==> src/rtl/spi_master.sv <==
// SPI frame master: 2-bit command + 8-bit payload out on MOSI, with an optional 8-bit read-back after a configurable gap.
// Optional busy-start error pulse is enabled by defining SPI_MASTER_BUSY_ERR_EN.
module spi_master #(
  parameter int unsigned READ_GAP = 2,
  localparam int unsigned FRAME_W = 10,
  localparam int unsigned DATA_W  = 8,
  localparam int unsigned CNT_W   = 4
) (
  input  logic              clk,
  input  logic              rst_n,
  input  logic              start,
  input  logic [FRAME_W-1:0] din,
  input  logic              MISO,
  output logic              SS_n,
  output logic              MOSI,
  output logic              busy,
  output logic              done,
  output logic [DATA_W-1:0] dout,
  output logic              dout_valid
`ifdef SPI_MASTER_BUSY_ERR_EN
  ,
  output logic              err
`endif
);

  typedef enum logic [2:0] {
    IDLE = 3'd0,
    SEL  = 3'd1,
    SEND = 3'd2,
    GAP  = 3'd3,
    RECV = 3'd4,
    FIN  = 3'd5
  } state_t;

  localparam logic [CNT_W-1:0] SEND_LAST = CNT_W'(FRAME_W - 1);
  localparam logic [CNT_W-1:0] GAP_LAST  = CNT_W'(READ_GAP - 1);
  localparam logic [CNT_W-1:0] RECV_LAST = CNT_W'(DATA_W - 1);

  state_t              state, state_next;
  logic [CNT_W-1:0]    cnt, cnt_next;
  logic [FRAME_W-1:0]  frame, frame_next;
  logic [DATA_W-1:0]   rx, rx_next;
  logic                is_read, is_read_next;
  logic                ss_n_next, mosi_next, busy_next, done_next, dout_valid_next;
  logic [DATA_W-1:0]   dout_next;

  // State register
  always_ff @(posedge clk or negedge rst_n) begin
    if (!rst_n) begin
      state <= IDLE;
    end else begin
      state <= state_next;
    end
  end

  // Next-state logic; output values are computed for the cycle being entered so they can be registered
  always_comb begin
    state_next      = state;
    cnt_next        = cnt;
    frame_next      = frame;
    rx_next         = rx;
    is_read_next    = is_read;
    ss_n_next       = 1'b0;
    mosi_next       = 1'b0;
    busy_next       = 1'b1;
    done_next       = 1'b0;
    dout_valid_next = 1'b0;
    dout_next       = dout;

    case (state)
      IDLE: begin
        ss_n_next = 1'b1;
        busy_next = 1'b0;
        if (start) begin
          state_next   = SEL;
          frame_next   = din;
          is_read_next = (din[FRAME_W-1 -: 2] == 2'b11);
          cnt_next     = '0;
          ss_n_next    = 1'b0;
          busy_next    = 1'b1;
        end
      end

      SEL: begin
        state_next = SEND;
        cnt_next   = '0;
        mosi_next  = frame[FRAME_W-1];
        frame_next = {frame[FRAME_W-2:0], 1'b0};
      end

      SEND: begin
        if (cnt == SEND_LAST) begin
          cnt_next = '0;
          if (is_read) begin
            state_next = GAP;
          end else begin
            state_next = FIN;
            ss_n_next  = 1'b1;
            done_next  = 1'b1;
          end
        end else begin
          cnt_next   = cnt + CNT_W'(1);
          mosi_next  = frame[FRAME_W-1];
          frame_next = {frame[FRAME_W-2:0], 1'b0};
        end
      end

      GAP: begin
        if (cnt == GAP_LAST) begin
          cnt_next   = '0;
          state_next = RECV;
        end else begin
          cnt_next = cnt + CNT_W'(1);
        end
      end

      RECV: begin
        rx_next = {rx[DATA_W-2:0], MISO};
        if (cnt == RECV_LAST) begin
          cnt_next        = '0;
          state_next      = FIN;
          ss_n_next       = 1'b1;
          done_next       = 1'b1;
          dout_valid_next = 1'b1;
          dout_next       = {rx[DATA_W-2:0], MISO};
        end else begin
          cnt_next = cnt + CNT_W'(1);
        end
      end

      FIN: begin
        state_next = IDLE;
        ss_n_next  = 1'b1;
        busy_next  = 1'b0;
      end

      default: begin
        state_next = IDLE;
        ss_n_next  = 1'b1;
        busy_next  = 1'b0;
      end
    endcase
  end

  // Datapath and registered outputs; reset raises SS_n without waiting for a clock
  always_ff @(posedge clk or negedge rst_n) begin
    if (!rst_n) begin
      cnt        <= '0;
      frame      <= '0;
      rx         <= '0;
      is_read    <= 1'b0;
      SS_n       <= 1'b1;
      MOSI       <= 1'b0;
      busy       <= 1'b0;
      done       <= 1'b0;
      dout_valid <= 1'b0;
      dout       <= '0;
    end else begin
      cnt        <= cnt_next;
      frame      <= frame_next;
      rx         <= rx_next;
      is_read    <= is_read_next;
      SS_n       <= ss_n_next;
      MOSI       <= mosi_next;
      busy       <= busy_next;
      done       <= done_next;
      dout_valid <= dout_valid_next;
      dout       <= dout_next;
    end
  end

`ifdef SPI_MASTER_BUSY_ERR_EN
  // Flags a start request that arrives while a frame is in progress
  always_ff @(posedge clk or negedge rst_n) begin
    if (!rst_n) begin
      err <= 1'b0;
    end else begin
      err <= start && (state != IDLE);
    end
  end
`endif

endmodule

==> config.mk <==
export PLATFORM = sky130hd
export DESIGN_NAME = spi_master
export DESIGN_NICKNAME = d
export VERILOG_FILES = /design/src/rtl/spi_master.sv
export SDC_FILE = /design/constraint.sdc
export NUM_CORES = 1
export LEC_CHECK = 0
export ABC_AREA = 1
export CAP_MARGIN = 20
export CORE_MARGIN = 1.5
export CORE_UTILIZATION = 30
export DETAILED_ROUTE_END_ITERATION = 10
export PLACE_DENSITY = 0.47
export SYNTH_ARGS = -nofsm -noshare
export SYNTH_HDL_FRONTEND = slang
export SYNTH_SLANG_ARGS = --single-unit
==> constraint.sdc <==
create_clock -name clk -period 2.69 [get_ports clk]
set_clock_uncertainty 0.2 [all_clocks]
set_input_delay 0.538 -clock clk [delete_from_list [all_inputs] [get_ports clk]]
set_output_delay 0.538 -clock clk [all_outputs]
set_load 0.02 [all_outputs]
==> results of run 1 <==
-- per-stage QoR --
step                area, um2  setup WS [ps]  power (W)  instances
floorplan                1870           1230    0.00162        227
global placement         2170            605    0.00184        323
detailed placement       2170            605    0.00184        323
CTS                      2270            534    0.00232        331
global route             2270            509    0.00252        331
finish                   2270            557    0.00229        331
-- worst min-delay path by stage --
stage,to,cells past startpoint,from
finish,is_read,1,rst_n
global route,done,1,rst_n
CTS,done,1,rst_n
detailed placement,frame[4],2,frame[4]
global placement,frame[1],2,frame[1]
floorplan,MOSI,0,rst_n
-- cell usage after synthesis, drive strengths merged --
library cell  number  share of area (%)
a21boi             1               0.40
a21oi              2               0.54
buf                5                2.7
dfrtp             37                 50
dfstp              1                1.4
ha                 2                1.3
inv               26                5.2
nand2             92                 20
nand3             24                7.4
nand3b             1               0.40
nand4              1               0.33
nor2              17                4.6
o21ai             17                6.2
xor2               1               0.47
-- cell type report --
class                           count  share of cell area (%)
Clock buffer                        7                    3.36
Clock inverter                      1                    1.32
Inverter                           26                    4.29
Multi-Input combinational cell    158                    33.8
Sequential cell                    38                    41.9
Tap cell                           75                    4.13
Timing Repair Buffer               26                    11.2
-- routing by layer --
metal	wire, um	global-route usage, %
met5	0	0
met4	54	4.58
met3	178	3.78
met2	1500	19.1
met1	2010	17.1
-- cell families (layout without fill, tap and decap cells) --
group,after synthesis,in the layout
AO/OA/AOI/OAI,20,20
adder cells (fa/ha/maj),2,2
buffers and inverters,31,60
AND/OR/NAND/NOR,135,135
XOR/XNOR,1,1
flip-flops,38,38
-- state kept, by name, indices dropped and copies added, names as in the netlist --
register and count:
frame 10, dout 8, rx 7, cnt 4, state 3, MOSI 1, SS_n 1, busy 1
done 1, dout_valid 1, is_read 1
-- report_power, final --
group          leakage, nW  internal [W]  switching [W]
logic                0.640      0.000316       0.000606
clock network       0.0524      0.000277       0.000193
registers            0.490      0.000759       0.000135
total                 1.18       0.00135       0.000935
==> results.md, run 1 <==
- The run finished with clean final reports.
- Walking the worst path, the cells encountered are clkdlybuf4s50_1.
- The number of global-route vias before repair is ~1,400.
- The worst hold slack is 157 ps.
- The worst-skew pair later-pin latency is 280 ps.
- After floorplanning, the core was divided into 28 placement rows.
- Summing every instance area after synthesis gives ~1900 um2.
- The worst setup path is launched from a register.
- The cell sitting at the root of the clock tree is a sky130_fd_sc_hd__clkbuf_8.
- The final period utilization is 79.3%.
- The count of buffers from port buffering is 26.
- Synthesis inferred 38 register bits.
- The area fraction in compound gates after synthesis is 7.10%.
- The number of iterations in the first detailed-routing pass is 4.
- Once detail routing completed, the nets flagged for antenna violations numbered 0.
- The post-synthesis area per instance is 8.23 um2.
- The number of clock sinks is 38.
- In this run the worst hold path is classified as in -> async.
- The cell with the biggest individual delay on the critical path is sky130_fd_sc_hd__clkdlybuf4s50_1.
- The floorplan die width is 81.9 um.
- The tool flagged a number of max-cap violations equal to 0.
- The area growth from synthesis to layout is 21.7%.
- The detailed-route DRC error count is 0.
- The critical path starts at SS_n.
- The largest family of logic cells by synthesized area is simple AND/OR/NAND/NOR gates.
- The height of the chip is 81.9 um.
- Setup repair after global routing left no endpoint under its margin.
- The time the final worst path needs with I/O delays and setup is 2130 ps.
- Leaving out fill and tap cells, the most frequent cells in the layout are 88 x sky130_fd_sc_hd__nand2_1, 37 x sky130_fd_sc_hd__dfrtp_1, 25 x sky130_fd_sc_hd__clkdlybuf4s50_1.
- The fraction of synthesized cell area in xor and xnor cells is 0.469%.
- Summed over all cells, the static leakage comes to 1.18 nW.
- Setup violations remaining at the end of the flow were counted as 0.
- The endpoint identified for the worst register-to-register timing path is frame[8].
- The library cell used most frequently in the layout, excluding fill and tap cells, is sky130_fd_sc_hd__nand2_1.
- The clock passes through at most 2 buffers.
- The final layout contains ~270 nets.
- The number of buffers added to fix hold violations after cts is 0.
- The gate count after technology mapping is 227.
- The sum of routed wire length over all layers is 3750 um.
- The worst-case vdd ir drop is 0.436 mV.
- STA classifies the critical path endpoint as an output pin.
- TritonCTS built the clock tree.
- The initial utilization of the core area, before any placement, comes to 31.4%.
- The number of antenna cells inserted is 0.
- Dividing the detail-routed wire length by the instance count gives 11.3 um.
- Across the whole layout, storage elements account for 952 um2.
- The post-CTS setup buffer count is 0.
- The number of DRC violations after detailed-routing iteration 0 is 84.
- Adding up every negative setup slack in the final design gives 0 ps.
- The worst register-to-register path has a depth of 8.
- For the pin with the worst max-slew slack, the measured transition is 847 ps.
- The number of nets produced by synthesis is 243.
- After clock tree synthesis, the clock-pin slew on the worst setup and hold paths is 70 ps.
- The synthesized netlist contains 25 unique library cells.
- The area inside the core boundary is 5960 um2.
- The via count is 1,447.
- Entering global routing, the biggest net connects 39 pins.
- The startpoint identified for the worst register-to-register timing path is state[0].
- TritonCTS created 5 clock buffers.
- The buffers plus inverters on the worst setup path is 1.
- In this run the number of H-tree levels came out at 2.
- After filler insertion, the fill cell instance count of the layout stands at between 600 and 700.
- The category of cells accounting for the largest share of critical-path delay is buffers and inverters.
- The last element of the critical path is SS_n.
- In the final layout, the share of cells above drive strength 1 is 11.7%.
- The leftover overflow at the end of global routing is 0.
- The total global-route track usage is roughly an eighth.
- At the end of the flow the core is filled with cells to a little under two fifths.
- The worst pin sits at a relative slew slack of between 40% and 50%.
- The first-pass GRT wire length is 6490 um.
- The full die area is 6710 um2.
- The number of gates resized after CTS was 0.
- The number of warnings printed during yosys synthesis is 0.
- The depth of the critical timing path with buffers and inverters included is 1.
- STA puts the critical path data arrival time at 1400 ps.
- The initial antenna violation count came to 0.
- The proportion of synthesized area in mux cells is 0%.
- On the worst path, the slowest cell contributes a delay of 590 ps.
- The final max-slew violation count is 0.
- The area occupied by multi-input gates is 769 um2.
- The upper clock frequency limit is 469 MHz.
- The number of top-level design ports is 27.
- The share of the yosys chip area belonging to registers is 50.9%.
- Along the worst path, the maximum fanout reaches 1.
- The number of hold violations in the final report was 0.
- The global placement routability congestion is 0.773.
- The worst setup path is of the reg -> out kind.
- The slack of the worst reg-to-reg path is between 800 and 900 ps.
- Power spread over the standard cell area amounts to 1010 nW/um2.
- After detailed routing, the number of vias per cell comes to around 4.4.
- The data required time at the worst endpoint is just under 2000 ps.
- The fraction of the mapped netlist area in adder cells is between 1 and 1.5%.
- Detailed placement ended at an HPWL of 2660 um.
- Summing the areas of all and, or, nand and nor instances in the mapped netlist gives between 30% and 40% of the synthesized area.
(Power assumes the default switching activity.)
==> inputs of run 2 (changes only) <==
Clock period 2.69 ns to 2.2 ns, I/O delays scaled along.
==> results.md, run 2 (synthesized netlist as in run 1, its figures left out) <==
- The finished layout cell area is 2290 um2 (was 2270 um2).
- The number of flip-flops under the largest register name is 10 (unchanged).
- The worst path arrival time was 1400 ps (about the same).
- The clock period could shrink to 2040 ps.
- The total global-route track usage is 12.5% (was 12.7%).
- The buffers plus inverters on the worst setup path is 1 (unchanged).
- The category of cells accounting for the largest share of critical-path delay is buffers and inverters (unchanged).
- The final max-slew violation count came to 0 (unchanged).
- The count of max-cap constraint violations is 0 (unchanged).
- The detailed-route DRC error count is 0 (unchanged).
- The H-tree depth is 2 (unchanged).
- The count of nets left with antenna violations after detail routing is 0 (unchanged).
- The leftover overflow at the end of global routing is 0 (unchanged).
- The end of the worst register-to-register path was frame[8] (unchanged).
- The worst slew margin relative to its limit is 67.3% (was 43.6%).
- Top library cells by usage in the layout, fill and taps aside: 88 x sky130_fd_sc_hd__nand2_1, 37 x sky130_fd_sc_hd__dfrtp_1, 25 x sky130_fd_sc_hd__clkdlybuf4s50_1 (unchanged).
- The slew at the pin closest to its max-slew limit is 490 ps (was 847 ps).
- The detailed placer's ending HPWL came to 2700 um (was 2660 um).
- The kind of critical path is reg -> out (unchanged).
- Setup repair after global routing missed its margin: no (unchanged).
- The leakage component of the power is 1.19 nW (was 1.18 nW).
- The critical path capture point type was an output pin (unchanged).
- The start of the worst register-to-register path was state[0] (unchanged).
- The total power divided by cell area is 1200 nW/um2 (was 1010 nW/um2).
- After layout, the worst path uses roughly 93% of the clock period.
- The type of the worst min-delay path is in -> async (unchanged).
- The upper clock frequency limit is 491 MHz.
- The area growth from synthesis to layout is 22.3% (was 21.7%).
- The post-CTS setup buffer count is 0 (unchanged).
- The global placement routability congestion is 0.772 (was 0.773).
- The cell with the biggest individual delay on the critical path is sky130_fd_sc_hd__clkdlybuf4s50_1 (unchanged).
- The type of origin of the critical path is a register (unchanged).
- The total CTS buffers is 5 (unchanged).
- The cell area reported after detailed placement is 2190 um2 (was 2170 um2).
- The full die area is 6710 um2 (unchanged).
- The worst hold slack came to -15.3 ps (was 157 ps).
- The sum of routed wire length over all layers is 3740 um (was 3750 um).
- The pin count of the biggest net entering global routing came to 39 (unchanged).
- The worst-case vdd ir drop was 0.381 mV (was 0.436 mV).
- Outcome: complete, but fails checks (was complete, no violations).
- The leading cell type in the layout, fill and taps excluded is sky130_fd_sc_hd__nand2_1 (unchanged).
- The initial antenna violation count is 0 (unchanged).
- The fraction of final layout cells with drive strength greater than 1 is 13.5% (was 11.7%).
- The highest net fanout along the worst path was 1 (unchanged).
- The layout net count is 274 (was 271).
- The number of global-route vias before repair was 1,443 (was 1,417).
- The worst-skew pair later-pin latency is 280 ps (about the same).
- Cell breakdown of the critical path: clkdlybuf4s50_1 (unchanged).
- The number of iterations in the first detailed-routing pass came to 4 (unchanged).
- The mean routed wirelength per cell is 11.2 um (was 11.3 um).
- The row count was 28 (unchanged).
- The first-pass GRT wire length is 6460 um (was 6490 um).
- The number of hold violations in the final report is 5 (was 0).
- The count of buffers from port buffering is 26 (unchanged).
- The register with the highest flop count was frame (unchanged).
- The height of the chip was 81.9 um (unchanged).
- The number of buffers added to fix hold violations after cts is 0 (unchanged).
- Biggest registers after layout: frame x10, dout x8, rx x7 (unchanged).
- The slack of the worst reg-to-reg path is 520 ps (was 850 ps).
- The clock tree from TritonCTS is done (unchanged).
- The area inside the core boundary is 5960 um2 (unchanged).
- The number of DRC violations after detailed-routing iteration 0 is 65 (was 84).
- The final number of setup-violating endpoints is 0 (unchanged).
- The number of clock sinks is 38 (unchanged).
- The aggregate negative setup slack is 0 ps (unchanged).
- The floorplan die width is 81.9 um (unchanged).
- The quantity of gates resized following cts is 0 (unchanged).
- The number of buffers on the longest clock path is 2 (unchanged).
- The data required time at the worst endpoint is 1560 ps (was 1950 ps).
- The number of antenna cells inserted is 0 (unchanged).
- The clock input transition at the sequential cells of the worst setup and hold paths is 80 ps (was 70 ps).
- The initial core utilization came to 31.4% (unchanged).
- The CTS root buffer is sky130_fd_sc_hd__clkbuf_8 (unchanged).
- The count of cells along the worst register-to-register path is 8 (unchanged).
- The delay of the slowest cell on the worst path is 600 ps (was 590 ps).
- The via count is 1,485 (was 1,447).
- The number of top-level design ports was 27 (unchanged).
- The final reports fail on hold timing.
- The detailed-route vias per instance came to 4.45 (was 4.37).
==> run 2: where the power goes <==
group / internal [W] / switching [W]
registers: 0.000927 / 0.000163
logic: 0.000414 / 0.000739
clock network: 0.000252 / 0.000249
total: 0.00159 / 0.00115
==> run 2: cell type report <==
type / count / area, um2
Sequential cell: 38 / 952
Multi-Input combinational cell: 158 / 769
Timing Repair Buffer: 29 / 278
Clock inverter: 2 / 12.5
Tap cell: 75 / 93.8
Clock buffer: 6 / 82.6
Inverter: 26 / 97.6
Fill cell: 629 / 3670
==> run 2: through the flow <==
stage	hold WS, ps	std cells	setup WS [ps]	util (%)	total power (W)
floorplan	-55.6	227	741	-	0.00198
global placement	258	326	283	36.8	0.00228
detailed placement	260	326	274	36.8	0.00228
CTS	17.2	334	140	38.4	0.00280
global route	49.3	334	119	38.4	0.00303
finish	-15.3	334	162	38.4	0.00274
==> run 2: per-layer routing <==
layer	wire, um	vias up	track usage (%)	share of wire [%]
met4	15	0	3.56	0.40
li1	-	772	-	-
met3	182	2	3.56	4.9
met5	0	-	0	0
met2	1630	24	20.1	44
met1	1910	687	16.2	51
==> run 2: how the worst max path moves through the flow <==
stage	from	endpoint	slack [ps]	depth (start not counted)
5_1_grt	SS_n	SS_n	120	1
6_report	SS_n	SS_n	160	1
3_5_place_dp	start	frame[5]	270	8
3_3_place_gp	start	frame[5]	280	8
2_1_floorplan	cnt[1]	frame[1]	740	8
4_1_cts	SS_n	SS_n	140	1
==> inputs of run 3 (changes only) <==
Settings changed: ABC_CLOCK_PERIOD_IN_PS from default to 2200, CTS_BUF_LIST from default to sky130_fd_sc_hd__clkbuf_16.
==> results.md, run 3 (synthesized netlist as in run 1, its figures left out) <==
- The sum of routed wire length over all layers is 3710 um (was 3740 um).
- The final max-slew violation count is 0 (unchanged).
- The final period utilization is 91.9% (was 92.6%).
- The depth of the critical timing path with buffers and inverters included is 1 (unchanged).
- The pin count of the biggest net entering global routing was 39 (unchanged).
- The layout net count was 274 (unchanged).
- The global placement routability congestion is 0.772 (unchanged).
- The worst-skew pair later-pin latency was 270 ps (was 280 ps).
- The count of nets left with antenna violations after detail routing is 0 (unchanged).
- The area growth from synthesis to layout is 24.8% (was 22.3%).
- The leftover overflow at the end of global routing is 0 (unchanged).
- The initial antenna violation count was 0 (unchanged).
- The count of cells along the worst register-to-register path is 8 (unchanged).
- The kind of critical path was reg -> out (unchanged).
- The cell area reported after detailed placement is 2190 um2 (unchanged).
- The number of iterations in the first detailed-routing pass came to 4 (unchanged).
- The category of cells accounting for the largest share of critical-path delay is buffers and inverters (unchanged).
- Failing checks: hold timing (unchanged).
- The number of global-route vias before repair is 1,435 (was 1,443).
- The data required time at the worst endpoint is 1560 ps (about the same).
- The first-pass GRT wire length is 6440 um (was 6460 um).
- The height of the chip is 81.9 um (unchanged).
- Outcome: complete, but fails checks (unchanged).
- The initial core utilization is 31.4% (unchanged).
- The total CTS buffers is 5 (unchanged).
- The CTS root buffer was sky130_fd_sc_hd__clkbuf_16 (was sky130_fd_sc_hd__clkbuf_8).
- The time the final worst path needs with I/O delays and setup came to 2020 ps (was 2040 ps).
- The slack of the worst reg-to-reg path was 520 ps (about the same).
- The met1 track utilization from global routing was 16.3% (was 16.2%).
- The number of hold violations in the final report was 1 (was 5).
- The mean routed wirelength per cell was 11.1 um (was 11.2 um).
- The worst hold slack is -0.465 ps (was -15.3 ps).
- The worst slew margin relative to its limit was 67.5% (was 67.3%).
- The worst-case vdd ir drop is 0.381 mV (about the same).
- The met3 layer usage reported by global route is 3.56% (unchanged).
- The H-tree depth came to 2 (unchanged).
- The end of the worst register-to-register path was frame[8] (unchanged).
- The number of flip-flops under the largest register name is 10 (unchanged).
- The type of the worst min-delay path is in -> async (unchanged).
- The detailed placer's ending HPWL is 2700 um (unchanged).
- The cell with the biggest individual delay on the critical path is sky130_fd_sc_hd__clkdlybuf4s50_1 (unchanged).
- The buffers plus inverters on the worst setup path came to 1 (unchanged).
- The via count is 1,488 (was 1,485).
- The clock input transition at the sequential cells of the worst setup and hold paths was 60 ps (was 80 ps).
- The fraction of final layout cells with drive strength greater than 1 is 13.1% (was 13.5%).
- The number of DRC violations after detailed-routing iteration 0 came to 68 (was 65).
- The leakage component of the power is 1.21 nW (was 1.19 nW).
- The detailed-route vias per instance is 4.46 (was 4.45).
- The quantity of gates resized following cts is 0 (unchanged).
- The total power divided by cell area is 1260 nW/um2 (was 1200 nW/um2).
- The final number of setup-violating endpoints is 0 (unchanged).
- The number of buffers added to fix hold violations after cts is 0 (unchanged).
- The worst path arrival time is 1380 ps (was 1400 ps).
- The row count was 28 (unchanged).
- The upper clock frequency limit was 495 MHz (was 491 MHz).
- The highest net fanout along the worst path is 1 (unchanged).
- The met2 usage in global routing came to 19.8% (was 20.1%).
- The most congested layer reported by global routing was met2 (unchanged).
- The area inside the core boundary is 5960 um2 (unchanged).
- The clock tree from TritonCTS was done (unchanged).
- The number of buffers on the longest clock path was 2 (unchanged).
- The detailed-route DRC error count came to 0 (unchanged).
- The floorplan die width is 81.9 um (unchanged).
- The number of antenna cells inserted was 0 (unchanged).
- The post-CTS setup buffer count was 0 (unchanged).
- Setup repair after global routing missed its margin: no (unchanged).
- The count of buffers from port buffering is 26 (unchanged).
- The number of top-level design ports is 27 (unchanged).
- Top library cells by usage in the layout, fill and taps aside: 88 x sky130_fd_sc_hd__nand2_1, 37 x sky130_fd_sc_hd__dfrtp_1, 25 x sky130_fd_sc_hd__clkdlybuf4s50_1 (unchanged).
- The total global-route track usage is 12.4% (was 12.5%).
- The slew at the pin closest to its max-slew limit was 487 ps (was 490 ps).
- Cell breakdown of the critical path: clkdlybuf4s50_1 (unchanged).
- The finished layout cell area is 2330 um2 (was 2290 um2).
- The start of the worst register-to-register path is state[0] (unchanged).
- Biggest registers after layout: frame x10, dout x8, rx x7 (unchanged).
- The leading cell type in the layout, fill and taps excluded is sky130_fd_sc_hd__nand2_1 (unchanged).
- The full die area is 6710 um2 (unchanged).
- The critical path capture point type is an output pin (unchanged).
- The type of origin of the critical path is a register (unchanged).
- The aggregate negative setup slack is 0 ps (unchanged).
- The number of clock sinks is 38 (unchanged).
- The delay of the slowest cell on the worst path is 600 ps (about the same).
- The register with the highest flop count is frame (unchanged).
- The count of max-cap constraint violations is 0 (unchanged).
[run 3: changes by cell type in the layout (fill, tap and decap cells not counted), sizes merged]
cell / previous run / this run
clkbuf: 6 / 5
clkinv: 1 / 2
[run 3: how the worst max path moves through the flow]
stage / from / endpoint / slack (ps)
after CTS: SS_n / SS_n / 160
after global routing: SS_n / SS_n / 140
after detailed placement: start / frame[5] / 270
after global placement: start / frame[5] / 280
final: SS_n / SS_n / 180
after floorplan: cnt[1] / frame[1] / 740
[run 3: metrics by stage]
stage / hold slack, ps / power, W / cells / setup slack, ps / utilization [%]
after floorplan: -55.6 / 0.00198 / 227 / 741 / -
after global placement: 258 / 0.00228 / 326 / 283 / 36.8
after detailed placement: 260 / 0.00228 / 326 / 274 / 36.8
after CTS: 34.8 / 0.00298 / 334 / 162 / 39.2
after global routing: 69.4 / 0.00322 / 334 / 143 / 39.2
final: -0.465 / 0.00293 / 334 / 178 / 39.2
[run 3: layout make-up]
cell class	count	area, um2
clock buffer	5	125
fill	622	3620
timing repair buffer	29	278
tap	75	93.8
clock inverter	3	16.3
sequential	38	952
multi-input combinational	158	769
inverter	26	97.6
[run 3: where the power goes]
part	leakage, nW	switching (W)	internal [W]
Clock	0.0672	0.000270	0.000413
Combinational	0.654	0.000740	0.000414
Sequential	0.490	0.000164	0.000929
Total	1.21	0.00117	0.00176
[run 3: metal layers]
layer / part of all wire (%) / up-vias
li1: - / 774
met1: 51 / 684
met2: 43 / 28
met3: 5.4 / 2
met4: 0.11 / 0
met5: 0 / -
